--- config.mk ---
export PLATFORM = sky130hd
export DESIGN_NAME = mmio_console
export DESIGN_NICKNAME = d
export VERILOG_FILES = /design/src/rtl/mmio_console.sv
export SDC_FILE = /design/constraint.sdc
export NUM_CORES = 1
export LEC_CHECK = 0
export ABC_CLOCK_PERIOD_IN_PS = 2500
export CAP_MARGIN = 40
export CORE_ASPECT_RATIO = 2
export CORE_MARGIN = 4
export CORE_UTILIZATION = 43
export CTS_BUF_LIST = sky130_fd_sc_hd__clkbuf_8
export DETAILED_ROUTE_END_ITERATION = 8
export PLACE_DENSITY_LB_ADDON = 0.12
export SLEW_MARGIN = 20
export SYNTH_ARGS = -nofsm -noshare
export SYNTH_HDL_FRONTEND = slang
export SYNTH_SLANG_ARGS = --single-unit
export TNS_END_PERCENT = 1
--- constraint.sdc ---
create_clock -name clk -period 2.5 [get_ports clk]
set_clock_uncertainty 0.1 [all_clocks]
set_input_delay 0.375 -clock clk [delete_from_list [all_inputs] [get_ports clk]]
set_output_delay 0.375 -clock clk [all_outputs]
set_load 0.01 [all_outputs]
--- src/rtl/mmio_console.sv ---
// CPU data-port bridge: RAM pass-through plus a three-word console window
// (DATA/STATUS/SENT) that feeds a byte TX FIFO drained over valid/ready.
module mmio_console #(
    parameter int                ADDR_W       = 16,
    parameter logic [ADDR_W-1:0] CONSOLE_BASE = 16'hFFF0,
    parameter int                FIFO_DEPTH   = 8
) (
    input  logic              clk,
    input  logic              reset,
    input  logic [ADDR_W-1:0] cpu_address,
    input  logic              cpu_write_enable,
    input  logic [31:0]       cpu_wdata,
    output logic [31:0]       cpu_rdata,
    output logic              cpu_stall,
    output logic [ADDR_W-1:0] ram_address,
    output logic              ram_write_enable,
    output logic [31:0]       ram_wdata,
    input  logic [31:0]       ram_rdata,
    output logic [7:0]        tx_data,
    output logic              tx_valid,
    input  logic              tx_ready
);
    localparam int PW = (FIFO_DEPTH > 1) ? $clog2(FIFO_DEPTH) : 1;
    localparam int CW = $clog2(FIFO_DEPTH) + 1;

    logic [7:0]    mem_q [FIFO_DEPTH];
    logic [PW-1:0] wr_ptr_q, wr_ptr_d, rd_ptr_q, rd_ptr_d;
    logic [CW-1:0] count_q, count_d;
    logic          overflow_q, overflow_d;
    logic [31:0]   sent_q, sent_d;

    logic hit_data, hit_status, hit_sent, console_hit;
    logic full, empty, push, pop, refuse;
    logic [7:0]  cnt8;
    logic [31:0] status_word;

    always_comb begin
        hit_data    = cpu_address == CONSOLE_BASE;
        hit_status  = cpu_address == CONSOLE_BASE + ADDR_W'(4);
        hit_sent    = cpu_address == CONSOLE_BASE + ADDR_W'(8);
        console_hit = hit_data | hit_status | hit_sent;

        full   = count_q == CW'(FIFO_DEPTH);
        empty  = count_q == '0;
        // Full is judged before any same-cycle pop: no pass-through into a full FIFO.
        push   = cpu_write_enable & hit_data & ~full & reset;
        refuse = cpu_write_enable & hit_data & full & reset;
        pop    = ~empty & tx_ready;

        cnt8        = 8'(count_q);
        status_word = {16'b0, cnt8, 6'b0, overflow_q, full};
    end

    assign ram_address      = cpu_address;
    assign ram_wdata        = cpu_wdata;
    assign ram_write_enable = cpu_write_enable & ~console_hit;
    assign cpu_stall        = refuse;
    assign tx_valid         = ~empty;
    assign tx_data          = mem_q[rd_ptr_q];

    always_comb begin
        cpu_rdata = ram_rdata;
        if (hit_data)   cpu_rdata = 32'b0;
        if (hit_status) cpu_rdata = status_word;
        if (hit_sent)   cpu_rdata = sent_q;
    end

    always_comb begin
        wr_ptr_d   = wr_ptr_q;
        rd_ptr_d   = rd_ptr_q;
        count_d    = count_q;
        overflow_d = overflow_q;
        sent_d     = sent_q;
        if (push) wr_ptr_d = wr_ptr_q + PW'(1);
        if (pop) begin
            rd_ptr_d = rd_ptr_q + PW'(1);
            sent_d   = sent_q + 32'd1;
        end
        if (push && !pop)      count_d = count_q + CW'(1);
        else if (pop && !push) count_d = count_q - CW'(1);
        if (refuse)
            overflow_d = 1'b1;
        else if (cpu_write_enable && hit_status && cpu_wdata[1])
            overflow_d = 1'b0;
    end

    always_ff @(posedge clk or negedge reset) begin
        if (!reset) begin
            wr_ptr_q   <= '0;
            rd_ptr_q   <= '0;
            count_q    <= '0;
            overflow_q <= 1'b0;
            sent_q     <= 32'b0;
        end else begin
            wr_ptr_q   <= wr_ptr_d;
            rd_ptr_q   <= rd_ptr_d;
            count_q    <= count_d;
            overflow_q <= overflow_d;
            sent_q     <= sent_d;
        end
    end

    // Storage is deliberately left out of reset; only the pointers define content.
    always_ff @(posedge clk) begin
        if (push) mem_q[wr_ptr_q] <= cpu_wdata[7:0];
    end
endmodule

# ---- After elaboration in Yosys (flattened, before gate mapping)
# Memory sizes are Yosys's and may differ from the RTL's.
# Cells that the tools add are included.
dict set report totals {
  ram_bits 64
  wordCells 45
  latchBits 0
  regBits 43
  in_bits 84
  mem_bits_ro 0
  mem_count 1
}
dict set report classes {
  bitwise_logic 12
  n_addsub 5
  n_mul 0
  reduce_logical 9
  mux 9
  magnitude_cmp 0
  n_eq_ne 4
  n_div 0
  shift 0
}
# name depth width read_ports rd_ports_with_merged_regs write_ports line_no
set mem_list {}
lappend mem_list {mem_q 8 8 1 0 1 26} ;# logic [7:0] mem_q [FIFO_DEPTH];
# operator n
set op_table {}
lappend op_table {{2-to-1 mux 32 bit} 3}
lappend op_table {{equality test 16 bit, second input constant} 3}
lappend op_table {{adder 32 x 1 -> 32 bit, second input constant} 1}
lappend op_table {{2-to-1 mux 4 bit} 2}
lappend op_table {{AND 1 bit} 7}
lappend op_table {{adder 3 x 1 -> 3 bit, second input constant} 2}
lappend op_table {{adder 4 x 1 -> 4 bit, second input constant} 1}
lappend op_table {{equality test 4 bit, second input constant} 1}
lappend op_table {{logical AND 1 bit} 4}
lappend op_table {{zero test 4 bit} 1}
lappend op_table {{2-to-1 mux 1 bit} 4}
lappend op_table {{nonzero test 2 bit} 2}
lappend op_table {{subtractor 4 x 1 -> 4 bit, second input constant} 1}
lappend op_table {{inverter 1 bit} 3}
lappend op_table {{zero test 1 bit} 2}
lappend op_table {{bitwise OR 1 bit} 2}

# ---- Longest topological paths before layout
# Gate-level depths: netlist of the first run.
dict set report logic_depth {
  word_depth 8
  ltp_mapped 12
  ltp_nobuf 11
}

# ---- Worst setup path after synthesis of the first run
# OpenSTA, ideal clock, no wires.
dict set report synth_path {
  kind {register to register}
  start {register count_q[3]}
  end {register count_q[3]}
  required_time_ps 2320
  path_buffers 2
  arrival_time_ps 2581
  setup_slack_ps -261
  stages_incl_launch_ff 13
  setup_ps 80
  period_less_slack_ps 2761
  cell_sequence {dfrtp_1 or4_4 and2_4 buf_6 inv_4 buf_12 ha_1 inv_1 ha_1 a21o_1 a21oi_1 mux2i_1 xnor2_1}
}
dict set report synth_via {
  elab_cells_between_ends 16
}
# element line_no
set synth_rtl {}
lappend synth_rtl {{start: declaration} 28} ;# logic [CW-1:0] count_q, count_d;
lappend synth_rtl {{start signal: assignment} 97} ;# count_q <= count_d;
lappend synth_rtl {{zero test 4 bit *} 44} ;# empty = count_q == '0;
lappend synth_rtl {{inverter 1 bit *} n/a}
lappend synth_rtl {{named net tx_valid} 20} ;# output logic tx_valid,
lappend synth_rtl {{AND 1 bit *} 48} ;# pop = ~empty & tx_ready;
lappend synth_rtl {{zero test 1 bit} 79} ;# if (push && !pop) count_d = count_q + CW'(1);
lappend synth_rtl {{logical AND 1 bit} 79}
lappend synth_rtl {{2-to-1 mux 4 bit or nonzero test 2 bit (tied branches)} n/a}
# The timed path passes the listed nets; every way through them passes the cells marked *. The select of a mux whose other input is x is not followed.
# A chain may end at the register's enable or synchronous reset.

# ---- Worst setup path after layout of the first run
dict set report layout_path {
  start {input port cpu_address[1]}
  end {output port cpu_rdata[10]}
}
dict set report layout_via {
  elab_chain_len 4
  elab_cells_between_ends 6
}
# element line_no
set layout_lines {}
lappend layout_lines {{start: declaration} 10} ;# input logic [ADDR_W-1:0] cpu_address,
lappend layout_lines {{equality test 16 bit} 38} ;# hit_data = cpu_address == CONSOLE_BASE;
lappend layout_lines {{2-to-1 mux 32 bit} 63} ;# if (hit_data) cpu_rdata = 32'b0;
lappend layout_lines {{2-to-1 mux 32 bit} 64} ;# if (hit_status) cpu_rdata = status_word;
lappend layout_lines {{2-to-1 mux 32 bit *} 65} ;# if (hit_sent) cpu_rdata = sent_q;
lappend layout_lines {{end: declaration} 13} ;# output logic [31:0] cpu_rdata,
# Every way passes the cells marked *; elsewhere a longest branch is shown, timed or not.

==> results.yml, run 1 <==
status:
  status: "complete, but fails checks"
  violations: "negative setup slack"
grt:
  grt_pass1_vias: 4065
  grt_max_degree: 44
  grt_pass1_wl_um: 21700
  grt.total_usage_pct: 19.6
  antenna_found_initial: 0
  grt_overflow: 0
power_and_ir_drop:
  combPwrFrac_pct: 34.8
  power.density_nw_per_um2: 694
  power_switching_mw: 1.48
  clkPwrFrac_pct: 21.5
  ir_drop_uv: 537
  sequentialPowerShare_pct: 43.7
  p_int_mw: 3.43
  swShare_pct: 30.1
  p_total_mw: 4.91
  p_leak_nw: 2.77
sta:
  fin_crit_sh_pct: 102
  finalMaxSlewViolations: 0
  fmax_ghz: 0.393
  setup_viol: 22
  hold_viol_final: 0
  tns_ns: -0.356
  worstMarginPinSlew_ns: 0.770
  fin_hold_ws_ns: 0.0862
  max_slew_margin_pct: 48.2
  fin_ws_ns: -0.0431
  rsz0062_at_grt: "yes"
  fin_crit_ns: 2.54
floorplanning:
  die_w_um: 87.7
  start_util_pct: 43.6
  num_rows: 58
  die_y_um: 167
  die_area_um2: 14700
  ios: 175
  core_area_um2: 12600
clock_tree:
  cts-root-buf: "clkbuf_8"
  path_clk_slew_ns: 0.11
  cts_tree: "yes"
  ctsLongestPathBuffers: 2
  h-tree-depth: 3
  clkSinkCount: 107
  cts_made_buffers: 9
  clkLatencyLatePin_ns: 0.37
final_layout:
  layout.cells.non_filler: 705
  fin_area_um2: 7080
  fin_util_pct: 56.4
  drive_above_1_share_pct: 31.9
  fin_nets: 641
  area_growth_pct: 29.5
  diodes: 0
logic_synthesis:
  synth_top_cell_by_area: "edfxtp_1"
  synth_ff_type: "edfxtp_1"
  synth_top_area_share_pct: 35.1
  yosysUniqueCellTypes: 42
  synth_area_leaders: "edfxtp_1, dfrtp_1, buf_4, mux4_2, xnor2_1"
  yosysSeqAreaShare_pct: 54.8
  synthArstFlopShare_pct: 40.2
  synth_area_um2: 5470
  synth_edf_count: 64
  yosysWarnings: 0
  syn_nets: 507
  yosys.cell_count.top_type: "edfxtp_1"
  syn_inst: 416
  postSynthAreaPerCell_um2: 13.1
  synth-seq-cells: 107
  synthTopCellsByCount: "edfxtp_1, buf_4, dfrtp_1"
setup_path:
  cpMostUsedCell: "buf_6"
  startpoint_type: "primary input"
  worst_path_max_delay_cell: "or4_4"
  reg2reg_from: "count_q[2]$_DFFE_PN0P_"
  cp.required_ns: 2.03
  cp-end-kind: "output port"
  max_stage_delay_ns: 0.57
  critical_path.max_fanout: 8
  r2r_slack_ns: 0.04
  worstPathArrival_ns: 2.07
  crit_chain: "buf_6, nand4b_1, or4_4, nor3b_4, buf_6, buf_12, a221o_1, buf_2"
  r2r_end: "count_q[3]$_DFFE_PN0P_"
  worst_r2r_path_depth: 10
  critPathKind: "primary input to output port"
placed_design:
  dpl.hpwl_um: 10100
  gp_congestion: 0.855
  portBuffers: 126
  place_ws_ns: -0.766
  placedCellCount: 675
  place_area_um2: 6880
drt:
  vias: 3810
  first_iter_violations: 132
  wl_per_cell_um: 19.5
  avgViaCountPerCell: 5.40
  ant_nets: 0
  drc_errors: 0
  drtPass1Iterations: 5
  routed_wl_um: 13800
min_path:
  holdCritPathClass: "primary input to async pin"
flow_run:
  maxCapViolations: 0
[power by group through the flow]
stage,registers (mW),logic (mW),clock network [mW]
global route,2.17,1.87,1.17
global placement,2.18,1.61,0
floorplan,2.12,1.01,0
detailed placement,2.18,1.64,0
finish,2.15,1.71,1.05
CTS,2.15,1.66,1.09
[worst max-delay path, delay by kind of cell]
family                 cells  cell delay, ns
buffers and inverters      4            0.53
and+or+nand+nor            3            1.02
AOI/OAI and AO/OA          1            0.14
[layout make-up]
class | count | area [µm²]
Multi-Input combinational cell | 238 | 2030
Timing Repair Buffer | 187 | 1630
Fill cell | 1111 | 5480
Sequential cell | 107 | 3000
Inverter | 7 | 31.3
Clock inverter | 7 | 75.1
Tap cell | 150 | 188
Clock buffer | 9 | 124
[worst max path at each step]
| stage | depth (start not counted) | slack, ns | start | to |
|---|---|---|---|---|
| detailed placement | 7 | -0.77 | cpu_address[11] | cpu_rdata[11] |
| floorplan | 12 | -0.11 | count_q[2]$_DFFE_PN0P_ | count_q[3]$_DFFE_PN0P_ |
| finish | 8 | -0.04 | cpu_address[1] | cpu_rdata[10] |
| CTS | 9 | -0.11 | cpu_address[1] | cpu_rdata[10] |
| global route | 8 | -0.11 | cpu_address[1] | cpu_rdata[10] |
| global placement | 7 | -0.70 | cpu_address[10] | cpu_rdata[11] |
[cells in the final DEF (no fill, tap or decap), drive strengths merged, types with 13 or more instances in the layout]
cell           instances
xnor2                 35
clkdlybuf4s50         69
nand3                 13
clkbuf                14
buf                  109
a22o                  26
nand2                 30
mux4                  16
edfxtp                64
dfrtp                 43
nor3                  13
nand4                 22
[state kept, by name, indices dropped and copies added (netlist names)]
name / flops
sent_q: 32
rd_ptr_q: 3
mem_q: 64
overflow_q: 1
count_q: 4
wr_ptr_q: 3
[timing repair]
action,in CTS,in global routing
gates cloned,3,0
resized for setup,208,23
buffers inserted,10,2
pin swaps,11,9
hold buffers,0,0
endpoints found under the setup margin,45,43
[per-layer routing]
metal	wire [µm]	vias up	part of all wire, %	global-route usage, %
met5	0	-	0	0
met4	380	0	2.8	7.21
met3	699	17	5.1	4.04
met2	7920	126	57	37.5
met1	4780	1893	35	20.1
li1	-	1774	-	-
[kinds of logic after synthesis]
| logic type | share of synthesized area (%) |
|---|---|
| adders and majority gates | 1.74 |
| xor gates and xnor gates | 6.09 |
| AOI/OAI and AO/OA | 6.22 |
| buffers and inverters | 8.90 |
| and+or+nand+nor | 13.2 |
| DFF | 54.8 |
| muxes | 9.02 |
(Power assumes the default switching activity.)
==> inputs of run 2 (changes only) <==
ABC_CLOCK_PERIOD_IN_PS = 3040   (was 2500)
CORE_UTILIZATION = 52   (was 43)
clock period = 3.04 ns   (was 2.5 ns; I/O delays follow)
==> run 2 against run 1 <==
Net effect: the run now ends clean; flip-flop and latch count unchanged; critical path type unchanged; clock power down 25%; largest cell class unchanged; highest routed layer unchanged; utilization up 10 points; combinational power down 31%; non-clock buffer count down 19.
==> results.yml, run 2 (synthesized netlist as in run 1, its figures left out) <==
status:
  status: "completed"
clock_tree:
  cts_hold_buf: 0
  h-tree-depth: 3
  clkLatencyLatePin_ns: 0.36
  clkSinkCount: 107
  cts_tree: "yes"
  path_clk_slew_ns: 0.10
  cts-root-buf: "clkbuf_8"
  ctsLongestPathBuffers: 2
  cts_made_buffers: 9
setup_path:
  cp-end-kind: "output port"
  critical_path.max_fanout: 8
  worstPathArrival_ns: 2.48
  critPathKind: "primary input to output port"
  cp.required_ns: 2.48
  startpoint_type: "primary input"
sta:
  max_slew_margin_pct: 49.2
  fin_ws_ns: 0.00395
  setup_viol: 0
  fin_crit_ns: 3.04
  finalMaxSlewViolations: 0
  rsz0062_at_grt: "yes"
  worstMarginPinSlew_ns: 0.759
  fin_crit_sh_pct: 99.9
  hold_viol_final: 0
  fin_hold_ws_ns: 0.166
  fmax_ghz: 0.329
placed_design:
  gp_congestion: 0.881
  portBuffers: 126
  dpl.hpwl_um: 9810
  placedCellCount: 651
  place_ws_ns: -0.311
flow_run:
  maxCapViolations: 0
drt:
  drc_errors: 0
  avgViaCountPerCell: 5.55
  first_iter_violations: 221
  vias: 3725
  drtPass1Iterations: 4
  wl_per_cell_um: 19.8
  routed_wl_um: 13300
  ant_nets: 0
grt:
  grt-busiest-layer: "met2"
  grt_pass1_vias: 4008
  grt_max_degree: 44
  use_met1_pct: 24.9
  grtUsageMet3_pct: 4.71
  grt.total_usage_pct: 22.4
  grt_pass1_wl_um: 21200
  grt_overflow: 0
  antenna_found_initial: 0
  grtUsageMet2_pct: 41.8
final_layout:
  area_growth_pct: 24.4
  largest_register: "mem_q"
  largest_reg_flops: 64
  layout.cells.non_filler: 671
  drive_above_1_share_pct: 23.5
  final_cell_mix: "clkdlybuf4s50_1, edfxtp_1, dfrtp_1, buf_4, xnor2_1"
  fin_nets: 622
  diodes: 0
  largest_registers: "mem_q x64, sent_q x32, count_q x4"
  mostFrequentLayoutCell: "clkdlybuf4s50_1"
power_and_ir_drop:
  ir_drop_uv: 314
  p_total_mw: 3.76
  p_leak_nw: 2.63
  power.density_nw_per_um2: 553
floorplanning:
  num_rows: 52
  die_area_um2: 12300
  ios: 175
  core_area_um2: 10200
  start_util_pct: 53.5
  die_w_um: 80.5
  die_y_um: 153
min_path:
  holdCritPathClass: "primary input to async pin"
run 2: stage by stage:
stage	instance area (µm²)	util, %	TNS [ns]
after detailed placement	6740	66.0	-9.21
after floorplan	5470	-	0
after CTS	6970	68.2	-0.309
final	6800	66.6	0
after global placement	6740	66.0	-8.17
after global routing	6800	66.6	-1.51
run 2: area by class of cell:
cell class	count	area, µm²
clock buffer	9	124
clock inverter	7	52.6
fill	795	3410
inverter	7	28.8
multi-input combinational	238	1990
sequential	107	3000
tap	135	169
timing repair buffer	168	1440
run 2: metal layers:
metal  part of all wire, %  wire [µm]  vias to the layer above
li1                      -          -                     1740
met1                    35       4680                     1844
met2                    58       7700                      125
met3                   4.8        632                       16
met4                   1.9        250                        0
met5                     0          0                        -
run 2: power by group:
group          switching [mW]  internal (mW)  leakage [nW]
registers               0.166           1.63          1.15
clock network           0.484          0.307        0.0914
logic                   0.468          0.708          1.38
run 2: what timing repair did:
item,4_1_cts,5_1_grt
setup endpoints to repair,34,33
resized for setup,71,49
cloned,1,2
pin swaps,1,4
setup buffers,2,1
run 2: final timing paths:
check	depth (start not counted)	startpoint	endpoint	slack [ns]
worst min-delay path	2	reset	sent_q[30]$_DFFE_PN0P_	0.17
worst max-delay path	8	cpu_address[0]	cpu_rdata[11]	0.004
worst min register to register	1	sent_q[31]$_DFFE_PN0P_	sent_q[31]$_DFFE_PN0P_	0.40
max in group asynchronous	2	reset	sent_q[0]$_DFFE_PN0P_	2.30
worst max register to register	10	count_q[3]$_DFFE_PN0P_	count_q[3]$_DFFE_PN0P_	0.34
min in group clk	3	reset	overflow_q$_DFFE_PN0P_	0.35
run 2: worst max-delay path: stages:
cell and delay (ns):
clkdlybuf4s50_1 0.42, nand4b_1 0.21, or4_4 0.58, nor3b_4 0.20, buf_6 0.15, buf_6 0.15, a221o_1 0.16, buf_2 0.13
